==> src/rtl/mtr_drv_pkg.sv <==
`default_nettype none
// ============================================================================
// Module  : mtr_drv_pkg
// Brief   : Shared state type, PWM constants and duty saturation helper for
//           the dual-motor dead-time PWM driver.
// Rev     : 1.0  initial release
// ============================================================================
package mtr_drv_pkg;

    localparam logic [10:0] PWM_MAX  = 11'd2047;
    localparam logic [10:0] DUTY_MID = 11'd1024;

    typedef enum logic [1:0] {
        IDLE   = 2'd0,
        RUN    = 2'd1,
        SHTDWN = 2'd2
    } state_t;

    // Signed speed offset to mid-scale, clipped into the 0..2047 duty range
    function automatic logic [10:0] sat_duty(input logic signed [11:0] spd);
        logic signed [12:0] sum;
        sum = $signed({spd[11], spd}) + 13'sd1024;
        if (sum < 13'sd0)
            sat_duty = 11'd0;
        else if (sum > 13'sd2047)
            sat_duty = PWM_MAX;
        else
            sat_duty = sum[10:0];
    endfunction

endpackage
`default_nettype wire

==> src/rtl/mtr_drv_if.sv <==
`default_nettype none
// ============================================================================
// Module  : mtr_drv_if
// Brief   : Speed command, overcurrent flags and gate-drive outputs of the
//           motor driver bundled as one interface.
// Rev     : 1.0  initial release
// ============================================================================
interface mtr_drv_if;
    logic signed [11:0] lft_spd;
    logic signed [11:0] rght_spd;
    logic               spd_vld;
    logic               OVR_I_lft;
    logic               OVR_I_rght;
    logic               lft_PWM1;
    logic               lft_PWM2;
    logic               rght_PWM1;
    logic               rght_PWM2;
    logic               OVR_I_shtdwn;

    modport master (
        output lft_spd, rght_spd, spd_vld, OVR_I_lft, OVR_I_rght,
        input  lft_PWM1, lft_PWM2, rght_PWM1, rght_PWM2, OVR_I_shtdwn
    );

    modport slave (
        input  lft_spd, rght_spd, spd_vld, OVR_I_lft, OVR_I_rght,
        output lft_PWM1, lft_PWM2, rght_PWM1, rght_PWM2, OVR_I_shtdwn
    );
endinterface
`default_nettype wire

==> src/rtl/mtr_drv_pwm_dt.sv <==
`default_nettype none
// ============================================================================
// Module  : pwm_dt
// Brief   : One motor's duty register, complementary dead-time PWM edges and
//           blanked overcurrent qualification.
// Rev     : 1.0  initial release
// ============================================================================
module pwm_dt #(
    parameter int DEAD_TIME = 32,
    parameter int BLANK     = 128
) (
    input  logic        clk,
    input  logic        rst,
    input  logic [10:0] cnt,
    input  logic        load,
    input  logic [10:0] duty_in,
    input  logic        en,
    input  logic        ovr_i,
    output logic        pwm1,
    output logic        pwm2,
    output logic        ovr_qual
);
    import mtr_drv_pkg::*;

    localparam logic [13:0] c_dt    = 14'(DEAD_TIME);
    localparam logic [13:0] c_blank = 14'(BLANK);

    logic [10:0] r_duty;
    logic        r_pwm1;
    logic        r_pwm2;
    logic [13:0] w_cnt_ext;
    logic [13:0] w_nxt_ext;
    logic [13:0] w_rise1;
    logic        w_on1;
    logic        w_on2;

    // Decide the levels for the upcoming count so the registered outputs line
    // up with cnt; a wrap (next count 0) always lands with both sides low.
    always_comb begin
        w_cnt_ext = {3'b000, cnt};
        w_nxt_ext = {3'b000, cnt + 11'd1};
        w_rise1   = {3'b000, r_duty} + c_dt;
        w_on2     = (w_nxt_ext >= c_dt) && (w_nxt_ext < {3'b000, r_duty});
        w_on1     = (w_nxt_ext >= w_rise1);
        ovr_qual  = ovr_i &&
                    ((r_pwm2 && (w_cnt_ext >= c_dt + c_blank)) ||
                     (r_pwm1 && (w_cnt_ext >= w_rise1 + c_blank)));
    end

    // Duty only changes at the period boundary; outputs forced low unless running
    always_ff @(posedge clk) begin
        if (rst) begin
            r_duty <= DUTY_MID;
            r_pwm1 <= 1'b0;
            r_pwm2 <= 1'b0;
        end else begin
            if (load)
                r_duty <= duty_in;
            r_pwm1 <= en && w_on1;
            r_pwm2 <= en && w_on2;
        end
    end

    assign pwm1 = r_pwm1;
    assign pwm2 = r_pwm2;

endmodule
`default_nettype wire

==> src/rtl/mtr_drv.sv <==
`default_nettype none
// ============================================================================
// Module  : mtr_drv
// Brief   : Dual-motor complementary PWM driver with dead time, speed shadow
//           registers and consecutive-period overcurrent shutdown.
// Rev     : 1.0  initial release
// ============================================================================
module mtr_drv #(
    parameter int DEAD_TIME = 32,
    parameter int BLANK     = 128,
    parameter int OVR_LIM   = 4
) (
    input  logic     clk,
    input  logic     rst,
    mtr_drv_if.slave bus
);
    import mtr_drv_pkg::*;

    localparam logic [7:0] c_lim = 8'(OVR_LIM);

    logic [10:0]        r_cnt;
    logic signed [11:0] r_lft_shd;
    logic signed [11:0] r_rght_shd;
    logic               r_seen;
    logic               r_fault;
    logic               r_shtdwn;
    logic [7:0]         r_fcnt;
    logic [7:0]         w_fcnt_nxt;
    state_t             r_state;
    state_t             w_state_nxt;
    logic               w_wrap;
    logic               w_seen;
    logic               w_fault_now;
    logic               w_run_nxt;
    logic               w_lft_q;
    logic               w_rght_q;
    logic [10:0]        w_lft_duty;
    logic [10:0]        w_rght_duty;

    // Period bookkeeping: a speed arriving on the wrap cycle itself is used
    // directly so the command-to-output latency stays within one period.
    always_comb begin
        w_wrap      = (r_cnt == PWM_MAX);
        w_seen      = r_seen | bus.spd_vld;
        w_lft_duty  = sat_duty(bus.spd_vld ? bus.lft_spd  : r_lft_shd);
        w_rght_duty = sat_duty(bus.spd_vld ? bus.rght_spd : r_rght_shd);
        w_fault_now = r_fault | w_lft_q | w_rght_q;
        w_fcnt_nxt  = r_fcnt;
        if (w_wrap) begin
            if (!w_fault_now)
                w_fcnt_nxt = 8'd0;
            else if (r_fcnt < c_lim)
                w_fcnt_nxt = r_fcnt + 8'd1;
        end
    end

    // Next-state logic; shutdown is taken on the same wrap that completes the
    // last faulted period so the gates drop on the following clock.
    always_comb begin
        w_state_nxt = r_state;
        case (r_state)
            IDLE:    if (w_wrap && w_seen)        w_state_nxt = RUN;
            RUN:     if (w_fcnt_nxt >= c_lim)     w_state_nxt = SHTDWN;
            SHTDWN:                               w_state_nxt = SHTDWN;
            default:                              w_state_nxt = IDLE;
        endcase
        w_run_nxt = (w_state_nxt == RUN);
    end

    // State register
    always_ff @(posedge clk) begin
        if (rst)
            r_state <= IDLE;
        else
            r_state <= w_state_nxt;
    end

    // Period counter, speed shadows and fault history
    always_ff @(posedge clk) begin
        if (rst) begin
            r_cnt      <= 11'd0;
            r_lft_shd  <= 12'sd0;
            r_rght_shd <= 12'sd0;
            r_seen     <= 1'b0;
            r_fault    <= 1'b0;
            r_fcnt     <= 8'd0;
            r_shtdwn   <= 1'b0;
        end else begin
            r_cnt    <= r_cnt + 11'd1;
            r_seen   <= w_seen;
            r_fault  <= w_wrap ? 1'b0 : w_fault_now;
            r_fcnt   <= w_fcnt_nxt;
            r_shtdwn <= (w_state_nxt == SHTDWN);
            if (bus.spd_vld) begin
                r_lft_shd  <= bus.lft_spd;
                r_rght_shd <= bus.rght_spd;
            end
        end
    end

    pwm_dt #(.DEAD_TIME(DEAD_TIME), .BLANK(BLANK)) u_pwm_lft (
        .clk      (clk),
        .rst      (rst),
        .cnt      (r_cnt),
        .load     (w_wrap),
        .duty_in  (w_lft_duty),
        .en       (w_run_nxt),
        .ovr_i    (bus.OVR_I_lft),
        .pwm1     (bus.lft_PWM1),
        .pwm2     (bus.lft_PWM2),
        .ovr_qual (w_lft_q)
    );

    pwm_dt #(.DEAD_TIME(DEAD_TIME), .BLANK(BLANK)) u_pwm_rght (
        .clk      (clk),
        .rst      (rst),
        .cnt      (r_cnt),
        .load     (w_wrap),
        .duty_in  (w_rght_duty),
        .en       (w_run_nxt),
        .ovr_i    (bus.OVR_I_rght),
        .pwm1     (bus.rght_PWM1),
        .pwm2     (bus.rght_PWM2),
        .ovr_qual (w_rght_q)
    );

    assign bus.OVR_I_shtdwn = r_shtdwn;

endmodule
`default_nettype wire

==> src/flat_wrapper.sv <==
// flat-port wrapper written by rule: the top's interface ports become plain ports
module mtr_drv_flat import mtr_drv_pkg::*;
#(
    parameter int DEAD_TIME = 32,
    parameter int BLANK     = 128,
    parameter int OVR_LIM   = 4
)
  (clk, rst, bus_lft_spd, bus_rght_spd, bus_spd_vld, bus_OVR_I_lft, bus_OVR_I_rght, bus_lft_PWM1, bus_lft_PWM2, bus_rght_PWM1, bus_rght_PWM2, bus_OVR_I_shtdwn);
  mtr_drv_if bus_i ();
  input  logic clk;
  input  logic rst;
  input wire logic [$bits(bus_i.lft_spd)-1:0] bus_lft_spd;
  input wire logic [$bits(bus_i.rght_spd)-1:0] bus_rght_spd;
  input wire logic [$bits(bus_i.spd_vld)-1:0] bus_spd_vld;
  input wire logic [$bits(bus_i.OVR_I_lft)-1:0] bus_OVR_I_lft;
  input wire logic [$bits(bus_i.OVR_I_rght)-1:0] bus_OVR_I_rght;
  output wire logic [$bits(bus_i.lft_PWM1)-1:0] bus_lft_PWM1;
  output wire logic [$bits(bus_i.lft_PWM2)-1:0] bus_lft_PWM2;
  output wire logic [$bits(bus_i.rght_PWM1)-1:0] bus_rght_PWM1;
  output wire logic [$bits(bus_i.rght_PWM2)-1:0] bus_rght_PWM2;
  output wire logic [$bits(bus_i.OVR_I_shtdwn)-1:0] bus_OVR_I_shtdwn;
  assign bus_i.lft_spd = bus_lft_spd;
  assign bus_i.rght_spd = bus_rght_spd;
  assign bus_i.spd_vld = bus_spd_vld;
  assign bus_i.OVR_I_lft = bus_OVR_I_lft;
  assign bus_i.OVR_I_rght = bus_OVR_I_rght;
  assign bus_lft_PWM1 = bus_i.lft_PWM1;
  assign bus_lft_PWM2 = bus_i.lft_PWM2;
  assign bus_rght_PWM1 = bus_i.rght_PWM1;
  assign bus_rght_PWM2 = bus_i.rght_PWM2;
  assign bus_OVR_I_shtdwn = bus_i.OVR_I_shtdwn;
  mtr_drv #(.DEAD_TIME(DEAD_TIME), .BLANK(BLANK), .OVR_LIM(OVR_LIM)) u_core (.clk(clk), .rst(rst), .bus(bus_i));
endmodule
==> config.mk <==
export PLATFORM = sky130hd
export DESIGN_NAME = mtr_drv_flat
export DESIGN_NICKNAME = d
export VERILOG_FILES = /design/src/rtl/mtr_drv_pkg.sv /design/src/rtl/mtr_drv_if.sv /design/src/rtl/mtr_drv_pwm_dt.sv /design/src/rtl/mtr_drv.sv /design/src/flat_wrapper.sv
export SDC_FILE = /design/constraint.sdc
export NUM_CORES = 1
export LEC_CHECK = 0
export CORE_UTILIZATION = 59
export DETAILED_ROUTE_END_ITERATION = 10
export GPL_ROUTABILITY_DRIVEN = 0
export GPL_TIMING_DRIVEN = 0
export PLACE_DENSITY = 0.8
export SLEW_MARGIN = 20
export SYNTH_ARGS = -nofsm -noshare
export SYNTH_HDL_FRONTEND = slang
export SYNTH_SLANG_ARGS = --single-unit
==> constraint.sdc <==
create_clock -name clk -period 3.65 [get_ports clk]
set_input_delay 0.73 -clock clk [delete_from_list [all_inputs] [get_ports clk]]
set_output_delay 0.73 -clock clk [all_outputs]
set_load 0.005 [all_outputs]
==> impl.org, run 1 <==
** Power
- Overall Power :: 1.712 mW
- Seq pwr share :: 48.9%
- Summed over all cells, the static leakage comes to 2.273 nW.
- Switching power summed over all nets :: 0.4502 mW
- Internal power comes to between 1 and 1.5 mW.
- The clock network accounts for 38.5% of the total power.
- Combinational logic burns between 10% and 20% of the power.
- Switching Share :: a little over a quarter
- The worst-case IR drop observed on VDD is approximately 220 uV.
- Power per standard cell area :: 320.4 nW/um2

** Global routing
- The first global-routing pass estimated 18,730 um of wire.
- The via count of the first global-routing pass came to 4,077.
- The initial antenna violation count is 0.
- Overall track demand over capacity in global routing :: 28.30%
- Pin count of the biggest net entering global routing :: 14
- Global routing finished with a remaining overflow of 0.

** Setup path
- The worst setup path is captured at a flop.
- STA puts the critical path data required time at between 3000 and 4000 ps.
- WP buf/inv :: 2
- Among cell families on the critical path, the largest total delay comes from compound AO/OA/AOI/OAI gates.
- Worst endpoint data arrival time :: 3600 ps
- The signal on the critical path passes through ha_1, xnor2_2, inv_1, ha_1, inv_1, ha_1, a2111oi_0, o21ai_0, a21oi_1, o21ai_0, a21oi_2, a31oi_4, a2111oi_2.
- Most frequent CP cell :: ha_1
- Largest fanout of any net on the critical path :: 5
- For this run, the slowest stage of the critical path takes 440 ps.
- The worst setup path is of the flop to flop kind.
- Type of origin of the critical path :: flop
- On the critical path, the stage with the largest delay is an instance of dfxtp_1.

** Detailed routing
- After detailed routing, the number of remaining DRC violations is 0.
- Vias :: 3,967
- For this run, the detailed router's first-pass iteration total came to 5.
- Number of nets still failing antenna checks after routing :: 0
- Drt wl/cell :: 16.32 um
- Post-detailed-route via-to-cell ratio :: 5.948
- The final layout contains routed wiring with a total length of 10,890 um.
- Initial DRC count :: 164

** Timing
- Period utilization :: 92.01%
- Static timing analysis puts the maximum clock frequency at 297.8 MHz.
- Setup Skew :: 8.279 ps
- The final-report max-slew violation count came to 0.
- Final hold violation count :: 0
- Setup repair after global routing left no endpoint under its margin.
- Final Worst Setup Slack :: between 200 and 300 ps
- For the pin with the worst max-slew slack, the measured transition is 779.6 ps.
- Headroom to the max-slew limit came out at 47.65%.
- The worst path in the final design needs a cycle of between 3000 and 4000 ps, including I/O delays and setup.
- Setup violations remaining at the end of the flow were counted as 0.
- After routing, the total negative slack on setup checks comes to 0 ps.

** Clocking
- Count of H-tree levels built during CTS :: 3
- The clock drives 74 sinks.
- In this run, CTS created clock tree buffers numbering 9.
- Clock-pin slew was measured on the worst setup and hold paths at 80 ps.
- The later pin in the worst-skew pair is clocked with a latency of 350 ps.
- Max Root-Sink Buffers :: 2
- Buffers inserted to repair hold after CTS numbered 0.
- Buffer type at the clock tree root :: clkbuf_8
- Clock tree from TritonCTS :: yes

** Final layout
- Register area :: 1483 um2
- The net count of the finished layout is about 650.
- Counting the fill cells in the layout gives 633.
- In the final layout, the share of cells above drive strength 1 is 7.257%.
- ANT cells :: 0
- Finished Layout Cells :: between 600 and 700
- From synthesis to final layout, the design area changed by 14.45%.
- After routing the design area is 5341 um2.
- The multi-input combinational cells in the finished layout cover a total of 2954 um2.

** Synth
- Counting flops with a built-in enable in the synthesized netlist gives 0.
- Distinct cell type count of the synthesized netlist :: 58
- #FFs+latches synth :: 74
- Avg Cell Area, Syn :: 9.027 um2
- Of the post-synthesis cell area, the dominant cell type holds 31.74%.
- Async S/R FF share, synth :: 0%
- In the post-synthesis netlist, the cell with the most instances is dfxtp_1.
- Share of synthesized area occupied by flip-flops and latches :: between 30% and 40%
- Most area-hungry cell type in the Yosys netlist :: dfxtp_1
- Top cells by area in the synthesized netlist :: dfxtp_1, ha_1, a32o_1
- In the synthesized netlist the dominant register cell turns out to be dfxtp_1.
- Synth warn :: 0
- After technology mapping, the gate count stands at 517.
- When the netlist entered floorplanning its net count stood at 611.
- Summing every instance area after synthesis gives 4667 um2.
- Counting instances in the post-synthesis netlist gives the leading cell types as dfxtp_1, ha_1, nor2_1, inv_1, nand2_1.

** Placement
- Worst setup timing slack at the placement stage :: roughly 170 ps
- Once placement finished, the instance area stood at roughly 5000 um2.
- In this run the tool buffered the top-level ports with 32 buffer cells.
- Detailed Place HPWL :: 8500 um
- The number of placed instances, taps included, is 651.

** Floorplanning
- From bottom edge to top edge, the die measures about 91 um.
- Initial Util :: between 60% and 70%
- Area of the core :: 7687 um2
- 34 I/O pins were placed.
- Cell row count :: 32
- The die covers 8270 um2.
- Width of the die :: 90.94 um

** Job
- Max cap viols :: 0

** Min path
- Hold crit path type :: flop to flop

** Run status
- Status :: completed
per-layer routing:
metal | track usage (%) | share of wire (%) | vias up
met1 | 35.21 | 46 | 1931
met2 | 48.99 | 49 | 66
met4 | 10.85 | 1.3 | 0
met3 | 4.523 | 3.1 | 15
met5 | 0 | 0 | -
li1 | - | - | 1955
sequential cells by signal (all words and copies together) (netlist names), 2 cells and up:
register / count
u_core.r_lft_shd: 12
u_core.u_pwm_rght.r_duty: 11
u_core.r_state: 2
u_core.r_fcnt: 8
u_core.r_rght_shd: 12
u_core.u_pwm_lft.r_duty: 11
u_core.r_cnt: 11
cells by family (layout without fill, tap and decap cells):
family                   count (synthesis)  in the layout  synth area share [%]
XOR/XNOR                                22             22                 4.290
flip-flops                              74             74                 31.74
AO/OA/AOI/OAI                          119            119                 19.65
AND/OR/NAND/NOR                        157            157                 16.94
buffers and inverters                   59            107                 5.442
multiplexers                            21             21                 4.504
adder cells (fa/ha/maj)                 65             65                 17.43
per-stage QoR:
step / hold slack (ps) / util [%]
after CTS: 468.5 / 69.17
after floorplan: 430.2 / -
final: 463.5 / 69.48
after global routing: 490.6 / 69.48
after detailed placement: 449.2 / 66.54
after global placement: 445.8 / 66.54
timing repair:
item,4_1_cts,5_1_grt
setup buffers,0,0
hold endpoints to repair,0,0
endpoints found under the setup margin,0,4
resized for setup,0,4
cells in the final DEF, fill, tap and decap left out, types with 3 or more instances in the layout:
master	synthesis	routed
o21bai_1	3	3
a41oi_1	4	4
a32oi_1	3	3
dfxtp_1	74	73
clkdlybuf4s50_1	0	32
mux2i_1	21	21
clkbuf_8	0	10
inv_1	40	40
nor3b_1	3	3
o2111ai_1	4	4
nor4_1	4	3
nor2_1	47	47
o211ai_1	5	5
nor2b_1	6	6
buf_4	4	4
a32o_1	21	21
o21a_1	4	4
a21o_1	10	10
a21oi_1	21	21
o21ai_0	18	18
clkbuf_1	9	9
ha_1	65	65
nand2b_1	6	6
nor3_1	8	8
and2_1	14	14
nand4_1	4	4
xnor2_1	14	13
xor2_1	7	7
nand2_1	36	36
a2111oi_2	4	4
nand3_1	19	19
a211oi_1	4	4
layout make-up:
cell class | instances | area share, %
inverter | 41 | 2.881
tap | 102 | 2.389
buffer | 18 | 1.874
timing repair buffer | 32 | 5.997
clock buffer | 10 | 2.577
sequential | 74 | 27.76
multi-input combinational | 384 | 55.31
clock inverter | 6 | 1.218
power by group through the flow:
stage	clock (mW)	combinational [mW]	sequential [mW]
2_1_floorplan	0	0.142	0.853
3_3_place_gp	0	0.206	0.854
3_5_place_dp	0	0.216	0.855
4_1_cts	0.664	0.217	0.836
5_1_grt	0.701	0.242	0.839
6_report	0.658	0.217	0.836
worst register-to-register path, delay by kind of cell, from the launching register on:
family | cells | cell delay (ps)
flip-flops | 1 | 440
AO/OA/AOI/OAI | 7 | 1660
buffers and inverters | 2 | 140
XOR/XNOR | 1 | 150
adder cells (fa/ha/maj) | 3 | 880
final timing paths:
check / to / from / slack [ps] / cells after the start
max: u_core.u_pwm_lft.pwm1 / u_core.u_pwm_lft.r_duty[6] / 290 / 13
min: u_core.r_fcnt[7] / u_core.r_fcnt[7] / 460 / 1
max reg2reg: u_core.u_pwm_lft.pwm1 / u_core.u_pwm_lft.r_duty[6] / 290 / 13
min reg2reg: u_core.r_fcnt[7] / u_core.r_fcnt[7] / 460 / 1
Note: power is estimated with default switching activity, not from simulation.
==> inputs of run 2 (changes only) <==
CTS_BUF_LIST = sky130_fd_sc_hd__clkbuf_16   (was unset)
GPL_ROUTABILITY_DRIVEN = unset   (was 0)
==> run 2 against run 1 <==
- register-to-register slack got worse by 70 ps
- highest routed layer unchanged
- clock-buffer cell count decreased by 1
- design area increased by 1.1%
- global-route usage decreased by 0.53 points
- largest cell class unchanged
==> impl.org, run 2 (synthesis gave the netlist of run 1 again) <==
** Run status
- The run finished with clean final reports.

** Placement
- Cell Area, Placed :: 5115 um2 (unchanged)
- GPL Wtd Cong :: 0.8440
- The count of port buffers added during placement came to 32 (unchanged).
- The instance count after placement with tap cells included came to 651 (unchanged).
- The post-detailed-placement half-perimeter wirelength is 8370 um (-1.5%).

** Detailed routing
- Number of nets still failing antenna checks after routing :: 0 (unchanged)
- The wire length per cell after detailed routing was 16.34 um (+0.12%).
- The number of remaining DRC errors is 0 (unchanged).
- The highest layer touched by signal routing is met4.
- The total length of routed met3 wires came to 516 um (+54%).
- The detailed-routing wirelength on met1 is 4843 um (-3.9%).
- The met2 wire length is 5351 um (-0.26%).
- The number of search-and-repair iterations in the first detailed-routing pass was 4 (-1).
- The number of DRC markers in iteration 0 is 215 (+31%).
- The total wirelength of the detailed-routed design came to 10,900 um (+0.12%).
- Post-detailed-route via-to-cell ratio :: 5.931 (-0.28%)
- The overall via count from detail_route is 3,956 (-0.28%).

** Power
- Comb pwr share :: 11.8% (-0.9 points)
- The net switching component of the power is 0.4670 mW (+3.7%).
- The clock network power share was 42.8% (+4.3 points).
- The maximum ir drop on the vdd rail came to 327.3 uV (+51%).
- Pleak :: 2.309 nW (+1.6%)
- Seq pwr share :: 45.4% (-3.5 points)
- The power per cell area was 342.1 nW/um2 (+6.8%).
- Switching Share :: 25.29% (-1.0 points)
- Power Internal :: 1.379 mW (+9.4%)

** Floorplanning
- The core area is 7687 um2 (unchanged).
- Width of the die :: 90.94 um (unchanged)
- The initial core utilization is 60.71% (unchanged).
- Ports placed on the boundary :: 34 (unchanged)
- The height of the die is 90.94 um (unchanged).
- Die Area :: 8270 um2 (unchanged)
- The number of placement rows came to 32 (unchanged).

** Timing
- The final period demand of the worst path was 3431 ps (+73.12 ps).
- The worst clock skew is 8.966 ps (+0.6876 ps).
- Worst slew margin relative to its limit :: 52.79% (+5.1 points)
- Setup repair after global routing left no endpoint under its margin.
- Final setup violation count :: 0 (unchanged)
- Highest clock rate :: 291.4 MHz (-2.1%)
- Setup tns final :: 0 ps (unchanged)
- Number of pins with negative max-slew slack in the final report :: 0 (unchanged)
- Final hold violation count :: 0 (unchanged)
- Period utilization :: 94.01% (+2.0 points)
- Tightest Pin Transition :: 703.1 ps (-76.56 ps)

** Clocking
- The H-tree level count is 3 (unchanged).
- The clock slew at the register clock pins of the worst setup and hold paths is 60 ps (-20 ps).
- The insertion delay of the later-clocked pin in the worst-skew pair is 330 ps (-20 ps).
- TritonCTS built the clock tree.
- Post-CTS setup buffers :: 0 (unchanged)
- Clock sink count :: 74 (unchanged)
- The number of buffers on the longest clock path is 2 (unchanged).
- The tree is rooted in a clkbuf_16.
- The number of buffers inserted during clock tree synthesis came to 9 (unchanged).

** Global routing
- Pin count of the biggest net entering global routing :: 13 (-1)
- The via count of the first global-routing pass came to 3,995 (-2.0%).
- The initial antenna violation count came to 0 (unchanged).
- First-pass GRT wire length :: 18,360 um (-2.0%)
- Total grt overflow :: 0 (unchanged)
- The total routing usage reported by global routing came to 27.78% (-0.53 points).

** Setup path
- Walking the worst path, the cells encountered are ha_1, xnor2_2, inv_1, ha_1, inv_1, ha_1, a2111oi_1, o21ai_0, a21oi_1, o21ai_0, a21oi_2, a31oi_4, a2111oi_2.
- Most frequent CP cell :: ha_1
- Worst reg-to-reg setup slack :: 220 ps (-70 ps)
- The required time of the critical path is 3880 ps (-20 ps).
- The worst setup path is captured at a flop.
- Among all stages on the critical path, the largest delay is contributed by dfxtp_1.
- WP buf/inv :: 2 (unchanged)
- The maximum cell stage delay along the critical path came to 420 ps (-20 ps).
- Largest fanout of any net on the critical path :: 5 (unchanged)
- Type of origin of the critical path :: flop
- Classification of the worst setup path :: flop to flop
- Critical path's top delay family :: compound AO/OA/AOI/OAI gates
- Worst endpoint data arrival time :: 3660 ps (+60 ps)

** Final layout
- Largest registers in the final layout :: u_core.r_lft_shd: 12 flops, u_core.r_rght_shd: 12 flops
- Fraction of layout instances using a drive strength above 1 :: 6.549% (-0.71 points)
- The post-layout net count was 654 (unchanged).
- In the layout the commonest cells are dfxtp_1, ha_1, nor2_1, inv_1, nand2_1.
- From synthesis to final layout, the design area changed by 15.66%.
- Filler cell count in the final layout :: 604 (-4.6%)
- Finished Layout Cells :: 667 (unchanged)
- Final cell area excluding filler cells :: 5398 um2 (+1.1%)
- ANT cells :: 0 (unchanged)
- The library cell used most frequently in the layout, excluding fill and tap cells, is dfxtp_1.

** Min path
- In this run the worst hold path is classified as flop to flop.

** Job
- The count of maximum capacitance violations was 0 (unchanged).
==> run 2: layout make-up <==
| class | count | area, um2 | share of cell area, % |
|---|---|---|---|
| clock inverters | 7 | 38.79 | 0.7186 |
| clock buffers | 9 | 225.2 | 4.172 |
| inverters | 41 | 153.9 | 2.851 |
| well taps | 102 | 127.6 | 2.364 |
| plain buffers | 18 | 100.1 | 1.854 |
| flip-flops and latches | 74 | 1483 | 27.47 |
| multi-input cells | 384 | 2949 | 54.64 |
| repair buffers | 32 | 320.3 | 5.934 |
==> run 2: through the flow <==
stage | setup WS [ps] | total power [mW] | hold WS (ps) | utilization, %
after floorplan | 707.5 | 0.9943 | 430.2 | -
after global placement | 164.8 | 1.061 | 445.5 | 66.54
after detailed placement | 63.21 | 1.070 | 445.8 | 66.54
after CTS | 3.973 | 1.850 | 464.2 | 70.08
after global routing | 11.80 | 1.914 | 480.4 | 70.21
final | 218.6 | 1.846 | 455.5 | 70.21
==> run 2: worst paths after layout <==
| path | cells after the start | end | start |
|---|---|---|---|
| worst max-delay path | 13 | u_core.u_pwm_lft.pwm1 | u_core.u_pwm_lft.r_duty[6] |
| worst min-delay path | 1 | u_core.r_fcnt[3] | u_core.r_fcnt[3] |
| worst max register to register | 13 | u_core.u_pwm_lft.pwm1 | u_core.u_pwm_lft.r_duty[6] |
| worst min register to register | 1 | u_core.r_fcnt[3] | u_core.r_fcnt[3] |
==> run 2: repair_timing <==
item	in CTS	in global routing
pin swaps	1	1
endpoints found under the setup margin	2	11
gates resized for setup	1	3
hold buffers	0	0
==> run 2: power by group through the flow <==
stage	combinational (mW)	sequential (mW)	clock (mW)
after floorplan	0.142	0.853	0
after global placement	0.206	0.854	0
after detailed placement	0.215	0.855	0
after CTS	0.217	0.838	0.796
after global routing	0.242	0.839	0.833
final	0.218	0.838	0.791
==> run 2: metal layers <==
layer / track usage, % / vias to the layer above
li1: - / 1961
met4: 10.32 / 0
met5: 0 / -
met1: 34.10 / 1866
met3: 4.271 / 20
met2: 48.93 / 109
==> inputs of run 3 (changes only) <==
CORE_ASPECT_RATIO = 0.7   (was unset)
PLACE_DENSITY = unset   (was 0.8)
PLACE_DENSITY_LB_ADDON = 0.08   (was unset)
==> run 3 against run 2 <==
- first-iteration DRC count up 37%
- clock-buffer cell count is the same
- non-clock buffer count increased by 1
- critical path depth did not move
- combinational power increased by 2%
- sequential power hardly changed
- wire length is 5.6% higher
- sequential share of layout area decreased by 0.076 points
- sequential cell count stayed put
- core utilization up 2.1 points
- critical endpoint unchanged
==> impl.org, run 3 (synthesis gave the netlist of run 1 again) <==
** Run status
- The flow ran to the end, and the final reports show no timing, DRC or antenna violations.

** Detailed routing
- Number of nets still failing antenna checks after routing :: 0 (unchanged)
- TritonRoute pass-1 iters :: 5 (+1)
- The number of remaining DRC errors is 0 (unchanged).
- Initial DRC count :: 294 (+37%)
- The overall via count from detail_route came to 4,022 (+1.7%).
- The routed via count divided by cell count was 6.057 (+2.1%).
- The total wirelength of the detailed-routed design is 11,510 um (+5.6%).
- The wire length per cell after detailed routing came to 17.33 um (+6.0%).

** Timing
- Final critical path time including I/O delays and setup :: 3326 ps (-105.5 ps)
- The relative max-transition margin was 50.28% (-2.5 points).
- The final-report max-slew violation count is 0 (unchanged).
- Setup tns final :: 0 ps (unchanged)
- The period utilization came to 91.12% (-2.9 points).
- Final setup violation count :: 0 (unchanged)
- Tightest Pin Transition :: 740.4 ps (+37.35 ps)
- The worst setup margin is 324.1 ps (+105.5 ps).
- The upper clock frequency limit is 300.7 MHz (+3.2%).
- The worst clock skew is 8.226 ps (-0.7399 ps).
- Final hold violation count :: 0 (unchanged)

** Final layout
- ANT cells :: 0 (unchanged)
- Leaving out fill and tap cells, the most frequent cells in the layout are dfxtp_1, ha_1, nor2_1, inv_1, nand2_1.
- Leaving out fill and tap cells, the most frequent cell in the layout is dfxtp_1.
- The post-layout net count was 655 (+0.15%).
- From synthesis to final layout, the design area changed by 15.98%.
- Fraction of layout instances using a drive strength above 1 :: 7.420% (+0.87 points)
- The filler cell count in the final layout was 577 (-4.5%).
- Largest registers in the final layout :: u_core.r_lft_shd: 12 flops, u_core.r_rght_shd: 12 flops

** Floorplanning
- Height of the chip :: 76.41 um (-16%)
- The die span in x was 108.3 um (+19%).
- Ports placed on the boundary :: 34 (unchanged)
- The number of placement rows was 26 (-19%).
- Initial Util :: 62.37% (+1.7 points)
- The area enclosed by the die boundary was 8275 um2 (about the same).
- The core area came to 7482 um2 (-2.7%).

** Setup path
- The maximum cell stage delay along the critical path came to 430 ps (about the same).
- The arrival time of data at the critical path endpoint came to 3570 ps (-90 ps).
- Endpoint kind of the worst setup timing path :: flop
- The required time of the critical path was 3890 ps (about the same).
- Type of origin of the critical path :: flop
- Classification of the worst setup path :: flop to flop
- Walking the worst path, the cells encountered are ha_2, xnor2_2, inv_1, ha_1, inv_1, ha_1, a2111oi_1, o21ai_0, a21oi_1, o21ai_0, a21oi_2, a31oi_4, a2111oi_2.
- The count of buffer and inverter cells on the critical path came to 2 (unchanged).
- Worst path slowest cell :: dfxtp_1
- Largest fanout of any net on the critical path :: 5 (unchanged)
- Critical path's top delay family :: compound AO/OA/AOI/OAI gates

** Placement
- The placer congestion estimate is 0.8604 (+1.9%).
- The post-place setup slack is 45.50 ps (-17.71 ps).
- Detailed Place HPWL :: 8836 um (+5.6%)
- The count of port buffers added during placement came to 32 (unchanged).

** Clocking
- CTS buffer count :: 9 (unchanged)
- Max Root-Sink Buffers :: 2 (unchanged)
- The CTS sink count is 74 (unchanged).
- Clock tree from TritonCTS :: yes
- Clock-pin slew on the worst setup and hold paths :: 60 ps (about the same)
- The number of buffers added to fix hold violations after cts was 0 (unchanged).
- Buffer type at the clock tree root :: clkbuf_16
- Source-to-sink clock delay at the later pin of the worst-skew pair :: 340 ps (about the same)
- Count of H-tree levels built during CTS :: 3 (unchanged)

** Global routing
- Total grt overflow :: 0 (unchanged)
- The via count of the first global-routing pass was 3,985 (-0.25%).
- The largest net degree at the start of global routing came to 13 (unchanged).
- Antenna violations before repair :: 0 (unchanged)
- The total routing usage reported by global routing was 29.70% (+1.9 points).
- The global-route wire length before repair came to 19,060 um (+3.8%).

** Power
- Power per standard cell area :: 342.5 nW/um2 (+0.11%)
- The standby leakage power is 2.306 nW (-0.16%).
- The maximum ir drop on the vdd rail is 306.8 uV (-6.3%).

** Min path
- Hold crit path type :: flop to flop

** Job
- Max cap viols :: 0 (unchanged)
-- run 3: cell types whose count changed in the layout (fill, tap and decap cells not counted), sizes merged --
cell and delta:
buf +1, inv -1, clkinvlp +2, clkinv -1
-- run 3: power by group --
part           internal [mW]  leakage, nW  switching, mW
clock                  0.451        0.130          0.342
sequential             0.827        0.602         0.0113
combinational          0.101         1.57          0.122
-- run 3: repair_timing --
action	CTS	global route
buffers inserted	0	1
hold endpoints to repair	0	0
resized for setup	0	7
endpoints found under the setup margin	0	11
-- run 3: final timing paths --
check	cells after the start	endpoint	from	slack, ps
worst min register to register	1	u_core.r_fcnt[3]	u_core.r_fcnt[3]	460
worst max-delay path	13	u_core.u_pwm_lft.pwm1	u_core.u_pwm_lft.r_duty[6]	320
worst max register to register	13	u_core.u_pwm_lft.pwm1	u_core.u_pwm_lft.r_duty[6]	320
worst min-delay path	1	u_core.r_fcnt[3]	u_core.r_fcnt[3]	460
-- run 3: final cells by class --
| class | count | area, um2 | share of cell area, % |
|---|---|---|---|
| tap | 98 | 122.6 | 2.265 |
| timing repair buffer | 33 | 327.8 | 6.056 |
| clock inverter | 7 | 37.54 | 0.6935 |
| multi-input combinational | 384 | 2963 | 54.74 |
| inverter | 41 | 153.9 | 2.843 |
| buffer | 18 | 100.1 | 1.849 |
| sequential | 74 | 1483 | 27.39 |
| clock buffer | 9 | 225.2 | 4.161 |
-- run 3: metal layers --
layer / share of wire [%] / GRT usage (%)
met1: 47 / 39.28
met3: 5.5 / 5.731
met5: 0 / 0
met4: 1.5 / 10.14
met2: 46 / 48.15
-- run 3: metrics by stage --
stage          instances  power (mW)  instance area [um2]  hold WS, ps  utilization, %
3_3_place_gp         647       1.061                 5110        443.3           68.29
3_5_place_dp         647       1.072                 5110        445.1           68.29
5_1_grt              664       1.926                 5413        478.5           72.34
2_1_floorplan        517      0.9943                 4667        430.2               -
4_1_cts              663       1.860                 5373        464.0           71.81
6_report             664       1.854                 5413        459.9           72.34
